**config.mk**
```make
export PLATFORM = sky130hd
export DESIGN_NAME = hit_judge_scheduler
export DESIGN_NICKNAME = d
export VERILOG_FILES = /design/src/rtl/guitar_pkg.sv /design/src/rtl/hit_judge_scheduler_intersect.sv /design/src/rtl/hit_judge_scheduler.sv
export SDC_FILE = /design/constraint.sdc
export NUM_CORES = 1
export LEC_CHECK = 0
export ABC_AREA = 1
export ABC_CLOCK_PERIOD_IN_PS = 3100
export CORE_ASPECT_RATIO = 1.2
export CORE_MARGIN = 1
export CORE_UTILIZATION = 40
export CTS_CLUSTER_DIAMETER = 100
export DETAILED_ROUTE_END_ITERATION = 16
export DONT_BUFFER_PORTS = 1
export HOLD_SLACK_MARGIN = 0.03
export SLEW_MARGIN = 20
export SYNTH_ARGS = -nofsm -noshare
export SYNTH_HDL_FRONTEND = slang
export SYNTH_SLANG_ARGS = --single-unit
```
**constraint.sdc**
```tcl
create_clock -name clock -period 3.1 [get_ports clock]
set_input_delay 0.465 -clock clock [delete_from_list [all_inputs] [get_ports clock]]
set_output_delay 0.465 -clock clock [all_outputs]
set_load 0.01 [all_outputs]
```
**src/rtl/guitar_pkg.sv**
```systemverilog
// Shared definitions for the note-judging datapath: lane count, note
// coordinate width and the judge FSM state encoding.
package guitar_pkg;

    localparam int unsigned LANES     = 4;
    localparam int unsigned LANE_W    = $clog2(LANES);
    localparam int unsigned Y_W       = 32;
    localparam int unsigned NUM_NOTES = 16;

    typedef enum logic [1:0] {
        ST_IDLE   = 2'd0,
        ST_SCAN   = 2'd1,
        ST_DRAIN  = 2'd2,
        ST_REPORT = 2'd3
    } judge_state_e;

endpackage : guitar_pkg

```
**src/rtl/hit_judge_scheduler_intersect.sv**
```systemverilog
// Note/bar vertical overlap comparator. Purely combinational; all
// arithmetic is carried at Y_W+1 bits so neither sum can wrap.
module hit_judge_scheduler_intersect #(
    parameter int unsigned Y_W = 32
) (
    input  logic [9:0]     bar_y_i,
    input  logic [9:0]     bar_width_y_i,
    input  logic [6:0]     note_width_y_i,
    input  logic [Y_W-1:0] note_y_i,
    output logic           hit_o
);

    import guitar_pkg::*;

    localparam int unsigned EXT_W = Y_W + 1;

    logic [EXT_W-1:0] bar_top;
    logic [EXT_W-1:0] bar_bot;
    logic [EXT_W-1:0] note_top;
    logic [EXT_W-1:0] note_bot;

    // Overlap when the bar bottom is below the note top and the bar top is above the note bottom.
    always_comb begin
        bar_top  = EXT_W'(bar_y_i);
        bar_bot  = EXT_W'(bar_y_i) + EXT_W'(bar_width_y_i);
        note_top = EXT_W'(note_y_i);
        note_bot = EXT_W'(note_y_i) + EXT_W'(note_width_y_i);
        hit_o    = (bar_bot > note_top) && (bar_top < note_bot);
    end

endmodule : hit_judge_scheduler_intersect

```
**src/rtl/hit_judge_scheduler.sv**
```systemverilog
// Per-frame hit judge. On each accepted frame_tick the note table is read
// one slot per cycle; returned slots are checked against the hit bar and
// against the lane presses captured at frame start. Optional feature:
// define JUDGE_COMBO_EN to add the saturating combo counter output.
module hit_judge_scheduler #(
    parameter int unsigned NUM_NOTES = guitar_pkg::NUM_NOTES,
    parameter int unsigned LANES     = guitar_pkg::LANES,
    parameter int unsigned Y_W       = guitar_pkg::Y_W
) (
    input  logic                           clock,
    input  logic                           reset_n,
    input  logic                           frame_tick,
    input  logic [LANES-1:0]               key_press,
    input  logic [9:0]                     bar_y,
    input  logic [9:0]                     bar_width_y,
    input  logic [6:0]                     note_width_y,
    output logic                           rd_en,
    output logic [$clog2(NUM_NOTES)-1:0]   rd_addr,
    input  logic                           rd_valid,
    input  logic [$clog2(LANES)-1:0]       rd_lane,
    input  logic [Y_W-1:0]                 rd_y,
    output logic                           hit_valid,
    output logic [$clog2(NUM_NOTES)-1:0]   hit_slot,
    output logic [$clog2(LANES)-1:0]       hit_lane,
    output logic                           miss_valid,
    output logic [LANES-1:0]               miss_lanes,
    output logic                           busy,
    output logic                           scan_done,
    output logic                           overrun
`ifdef JUDGE_COMBO_EN
    ,
    output logic [15:0]                    combo
`endif
);

    import guitar_pkg::*;

    localparam int unsigned AW = $clog2(NUM_NOTES);
    localparam int unsigned LW = $clog2(LANES);

    judge_state_e   state_q, state_d;
    logic [AW-1:0]  addr_q, addr_d;
    logic [LANES-1:0] pend_q, pend_d;
    logic [LANES-1:0] snap_q, snap_d;
    logic           overrun_q, overrun_d;
    logic           busy_q, busy_d;
    // A read was issued last cycle, so rd_* carries slot rd_slot_q now.
    logic           inflight_q, inflight_d;
    logic [AW-1:0]  rd_slot_q, rd_slot_d;

    logic           hit_valid_q, hit_valid_d;
    logic [AW-1:0]  hit_slot_q, hit_slot_d;
    logic [LW-1:0]  hit_lane_q, hit_lane_d;
    logic           miss_valid_q, miss_valid_d;
    logic [LANES-1:0] miss_lanes_q, miss_lanes_d;
    logic           scan_done_q, scan_done_d;

    logic           isect;
    logic           lane_hit;

    hit_judge_scheduler_intersect #(
        .Y_W (Y_W)
    ) u_intersect (
        .bar_y_i        (bar_y),
        .bar_width_y_i  (bar_width_y),
        .note_width_y_i (note_width_y),
        .note_y_i       (rd_y),
        .hit_o          (isect)
    );

    // Next-state, snapshot/pending bookkeeping and event generation.
    always_comb begin
        state_d      = state_q;
        addr_d       = addr_q;
        pend_d       = pend_q | key_press;
        snap_d       = snap_q;
        overrun_d    = overrun_q;
        inflight_d   = (state_q == ST_SCAN);
        rd_slot_d    = addr_q;
        hit_valid_d  = 1'b0;
        hit_slot_d   = '0;
        hit_lane_d   = '0;
        miss_valid_d = 1'b0;
        miss_lanes_d = '0;
        scan_done_d  = 1'b0;
        lane_hit     = inflight_q && rd_valid && isect && snap_q[rd_lane];

        // Consuming the snapshot bit gives one hit per lane, lowest slot first.
        if (lane_hit) begin
            hit_valid_d     = 1'b1;
            hit_slot_d      = rd_slot_q;
            hit_lane_d      = rd_lane;
            snap_d[rd_lane] = 1'b0;
        end

        if (frame_tick && ((state_q != ST_IDLE) || busy_q)) begin
            overrun_d = 1'b1;
        end

        unique case (state_q)
            ST_IDLE: begin
                // busy_q still covers the registered REPORT outputs for one cycle.
                if (frame_tick && !busy_q) begin
                    snap_d  = pend_q | key_press;
                    pend_d  = '0;
                    addr_d  = '0;
                    state_d = ST_SCAN;
                end
            end
            ST_SCAN: begin
                if (addr_q == AW'(NUM_NOTES - 1)) begin
                    state_d = ST_DRAIN;
                end else begin
                    addr_d = addr_q + 1'b1;
                end
            end
            ST_DRAIN: begin
                state_d = ST_REPORT;
            end
            ST_REPORT: begin
                miss_valid_d = |snap_q;
                miss_lanes_d = snap_q;
                scan_done_d  = 1'b1;
                state_d      = ST_IDLE;
            end
            default: begin
                state_d = ST_IDLE;
            end
        endcase

        busy_d = (state_d != ST_IDLE) || (state_q == ST_REPORT);
    end

    // State and output registers; reset abandons any scan in progress.
    always_ff @(posedge clock or negedge reset_n) begin
        if (!reset_n) begin
            state_q      <= ST_IDLE;
            addr_q       <= '0;
            pend_q       <= '0;
            snap_q       <= '0;
            overrun_q    <= 1'b0;
            busy_q       <= 1'b0;
            inflight_q   <= 1'b0;
            rd_slot_q    <= '0;
            hit_valid_q  <= 1'b0;
            hit_slot_q   <= '0;
            hit_lane_q   <= '0;
            miss_valid_q <= 1'b0;
            miss_lanes_q <= '0;
            scan_done_q  <= 1'b0;
        end else begin
            state_q      <= state_d;
            addr_q       <= addr_d;
            pend_q       <= pend_d;
            snap_q       <= snap_d;
            overrun_q    <= overrun_d;
            busy_q       <= busy_d;
            inflight_q   <= inflight_d;
            rd_slot_q    <= rd_slot_d;
            hit_valid_q  <= hit_valid_d;
            hit_slot_q   <= hit_slot_d;
            hit_lane_q   <= hit_lane_d;
            miss_valid_q <= miss_valid_d;
            miss_lanes_q <= miss_lanes_d;
            scan_done_q  <= scan_done_d;
        end
    end

    assign rd_en      = (state_q == ST_SCAN);
    assign rd_addr    = addr_q;
    assign hit_valid  = hit_valid_q;
    assign hit_slot   = hit_slot_q;
    assign hit_lane   = hit_lane_q;
    assign miss_valid = miss_valid_q;
    assign miss_lanes = miss_lanes_q;
    assign busy       = busy_q;
    assign scan_done  = scan_done_q;
    assign overrun    = overrun_q;

`ifdef JUDGE_COMBO_EN
    logic [15:0] combo_q;

    // Combo follows the visible events: reset on a reported miss, else count hits.
    always_ff @(posedge clock or negedge reset_n) begin
        if (!reset_n) begin
            combo_q <= '0;
        end else if (miss_valid_q && (miss_lanes_q != '0)) begin
            combo_q <= '0;
        end else if (hit_valid_q && (combo_q != '1)) begin
            combo_q <= combo_q + 16'd1;
        end
    end

    assign combo = combo_q;
`endif

endmodule : hit_judge_scheduler
```
==> results.txt <==
* Inst Count DP: ~730
- The final layout contains routed wiring with a total length of between 9 and 10 mm.
* WL per Instance: 13.53 µm
- Critical path type: in2reg
- Minimum clock period after layout: 2.856 ns
- Combined global-route utilization of all metal layers: 22.06%
- Number of nets at the end of the flow: 726
- Summing the areas of all compound-gate instances in the mapped netlist gives under 10% of the synthesized area.
- The tool flagged a number of max-cap violations equal to 0.
* Length in cells of the worst reg-to-reg path: 10
- Dividing the detail-routed via count by the number of cells gives roughly 5.
* First-pass GRT wire length: 16.37 mm
* Pre-CTS setup slack: -0.2945 ns
* Summed area of non-filler cells in the final layout: 0.004126 mm²
* CP Launch Type: input port
* Placeable core region: between 0.008 and 0.009 mm²
- Vias in the first global route: 3651
* Adder and majority gate portion of the synthesized area: 14.14%
* Cell chosen for the clock root: sky130_fd_sc_hd__clkbuf_8
* Pin count of the biggest net entering global routing: 35
* Fraction of synthesized cell area in xor and xnor cells: 3.845%
- Endpoint type of the worst setup path: flop
- The number of antenna violations at the first check in global routing is 0.
- The final count of hold timing violations was 0.
- Summed over all cells, the static leakage comes to approximately 2.3 nW.
* Chip height: between 100 and 150 µm
* CTS tree: yes
- After layout, the worst setup slack is between 0.2 and 0.25 ns.
* Cell area after placement: 0.003960 mm²
* Data required time of the critical path: 3.26 ns
- Postcts setup bufs: 0
- Once layout is complete, the cells apart from fillers number 734.
- Power per cell area: 418.2 mW/mm²
- Fill cells in the final layout number 946.
* Detail Route Antenna Nets: 0
* Maximum net fanout on the critical path: 5
- Sequential elements use 23.34% of the synthesized area.
- Final clock skew: 0.001756 ns
- First-pass DRT Iterations: 5
* Number of buffers created by CTS: 5
- From synthesis to final layout, the design area changed by 13.22%.
* Highest-count cells in the layout ignoring fill and taps: 171 x sky130_fd_sc_hd__nand2_1, 110 x sky130_fd_sc_hd__inv_1, 73 x sky130_fd_sc_hd__nor2_1
* Number of warnings printed during yosys synthesis: 0
- At the end of routability-driven placement, the weighted congestion stood at 0.9185.
* Mux share of post-synthesis cell area: 0%
* Average footprint of a synthesized cell: just over 6 µm²
- The library cell used most frequently in the layout, excluding fill and tap cells, is sky130_fd_sc_hd__nand2_1.
- For this run, the top clock speed supported by timing is 350.1 MHz.
- Worst-case vdd ir drop: 0.3267 mV
- The worst hold path was traced through 2 stages.
- Simple-gate share of the synthesized area: 40.10%
* Post-Route Utilization: 47.41%
- The most used flip-flop cell after synthesis is sky130_fd_sc_hd__dfrtp_1.
* Synthesized netlist net count: a little under 700
- Later-pin clock latency in the skew report: 0.27 ns
- Setup violations remaining at the end of the flow were counted as 0.
- Slew @ Worst Pin: about 0.55 ns
- The number of antenna diodes in the final layout is 0.
- Count of cell types in the netlist: 32
* Hold Crit Class: in2reg
* Number of top-level pins: slightly below 90
* Area of the mapped netlist: 0.003645 mm²
- Total power for the finished layout comes to 1.726 mW.
- The cell count after synthesis came out at approximately 590.
* IO Port Bufs: 0
* Via count: about 3600
- Final Slew Violations: 0
- After detailed routing, the number of remaining DRC violations is 0.
- In the finished design, the share of the clock period the worst path needs comes to between 90% and 100%.
* Die Outline Area: about 0.0095 mm²
* Post-synthesis sequential element count: 34
* Fraction of registers with async set/reset: 100.0%
* CTS H-Tree Depth: 2
- Setup repair after global routing left no endpoint under its margin.
- Dpl hpwl: roughly 8.6 mm
- Row Count: 37
- Data arrives at the worst endpoint at 3.02 ns.
- The detailed router finished its first iteration with approximately 150 violations.
- The flow ran to the end, and the final reports show no timing, DRC or antenna violations.
* Buffer levels on the longest clock path: 2
- After synthesis, the largest family of logic cells by area is simple AND/OR/NAND/NOR gates.
- After clock tree synthesis, the clock-pin slew on the worst setup and hold paths is 0.06 ns.
- The floorplan step set the die width to 89.14 µm.
- Cells with a size suffix above 1 make up 9.887% of the layout.
- Initial Util: between 40% and 50%
- The worst pin sits at a relative slew slack of a little under two thirds.
* GRT Residual Overflow: 0
- Sink count of the clock tree: 34
- EDFF count, synth: 0
[stage by stage]
stage               setup TNS [ns]  hold slack (ns)
floorplan                        0           0.1694
global placement            -1.680           0.1702
detailed placement          -2.986           0.1699
CTS                              0           0.3121
global route                     0           0.3190
finish                           0           0.3225
[cell usage after synthesis, types with 2 or more instances]
cell / instances / share of area (%)
sky130_fd_sc_hd__xnor2_1: 7 / 1.7
sky130_fd_sc_hd__xor2_1: 9 / 2.2
sky130_fd_sc_hd__nand3_1: 52 / 7.1
sky130_fd_sc_hd__nor2_2: 6 / 1.0
sky130_fd_sc_hd__a21oi_1: 19 / 2.6
sky130_fd_sc_hd__nand2_1: 171 / 18
sky130_fd_sc_hd__nand2_2: 5 / 0.86
sky130_fd_sc_hd__nor4_1: 5 / 0.86
sky130_fd_sc_hd__inv_1: 110 / 11
sky130_fd_sc_hd__fa_1: 2 / 1.1
sky130_fd_sc_hd__nand4_1: 10 / 1.7
sky130_fd_sc_hd__nand3b_1: 2 / 0.41
sky130_fd_sc_hd__ha_1: 38 / 13
sky130_fd_sc_hd__dfrtp_1: 34 / 23
sky130_fd_sc_hd__a21boi_0: 2 / 0.41
sky130_fd_sc_hd__or2_2: 2 / 0.34
sky130_fd_sc_hd__nor3_1: 9 / 1.2
sky130_fd_sc_hd__o21ai_0: 12 / 1.6
sky130_fd_sc_hd__o21bai_1: 4 / 0.82
sky130_fd_sc_hd__a21o_1: 3 / 0.62
sky130_fd_sc_hd__nor2_1: 73 / 7.5
[metal layers]
layer / global-route usage, % / wire [µm] / share of wire [%] / vias up
met5: 0 / 0 / 0 / -
met4: 4.649 / 158 / 1.6 / 0
met3: 5.357 / 744 / 7.5 / 12
met2: 38.88 / 4723 / 48 / 98
met1: 26.76 / 4301 / 43 / 1604
li1: - / - / - / 1902
[path summary, 6_finish.rpt]
check,start,to,slack (ns)
min in group asynchronous,reset_n,hit_lane[1],0.66
worst max-delay path,bar_y[0],snap_q[3],0.24
worst min register to register,rd_slot_q[3],hit_slot[3],0.47
worst max register to register,rd_addr[0],rd_addr[3],1.22
max in group asynchronous,reset_n,snap_q[2],2.27
worst min-delay path,rd_lane[0],hit_lane[0],0.32
[sequential cells by signal, summed over array words and instances, names as in the netlist]
name	cells
inflight_q	1
rd_slot_q	4
miss_valid	1
miss_lanes	4
snap_q	4
hit_lane	2
pend_q	4
busy	1
hit_slot	4
overrun	1
hit_valid	1
scan_done	1
state_q	2
rd_addr	4
[power breakdown]
part           internal, mW  leakage (nW)  total, mW  switching [mW]
Clock                 0.150        0.0438      0.296           0.146
Combinational         0.287          1.85      0.723           0.436
Sequential            0.583         0.415      0.706           0.124
Total                  1.02          2.31       1.73           0.705
[final cells by class]
class	count	area [µm²]	area share (%)
Timing Repair Buffer	24	195.2	4.730
Inverter	111	416.7	10.10
Clock inverter	2	10.01	0.2426
Clock buffer	5	68.82	1.668
Multi-Input combinational cell	441	2439	59.10
Sequential cell	34	850.8	20.62
Tap cell	117	146.4	3.548
[worst max-delay path: stages]
cell	delay (ns)
sky130_fd_sc_hd__ha_2	0.18
sky130_fd_sc_hd__fa_2	0.37
sky130_fd_sc_hd__nand3_2	0.08
sky130_fd_sc_hd__nand3_2	0.08
sky130_fd_sc_hd__a21oi_2	0.16
sky130_fd_sc_hd__o21bai_2	0.09
sky130_fd_sc_hd__a21o_1	0.17
sky130_fd_sc_hd__a21oi_2	0.16
sky130_fd_sc_hd__inv_1	0.07
sky130_fd_sc_hd__a21oi_2	0.12
sky130_fd_sc_hd__o21bai_1	0.07
sky130_fd_sc_hd__ha_1	0.32
sky130_fd_sc_hd__nand3_2	0.09
sky130_fd_sc_hd__nor4_2	0.04
sky130_fd_sc_hd__nor3_1	0.13
sky130_fd_sc_hd__and2_4	0.20
sky130_fd_sc_hd__nand3_1	0.09
sky130_fd_sc_hd__nand2_1	0.07
sky130_fd_sc_hd__nand2_1	0.04
[what timing repair did]
action | 4_1_cts | 5_1_grt
hold buffers | 2 | 0
endpoints found under the hold margin | 34 | 0
setup endpoints to repair | 0 | 11
resized for setup | 0 | 14
[cells by family after synthesis]
logic type                 after synthesis
and+or+nand+nor                        340
buffers and inverters                  111
AOI/OAI and AO/OA                       45
adders and majority gates               40
DFF                                     34
xor gates and xnor gates                16
No activity file was read; power rests on OpenSTA's default activity.
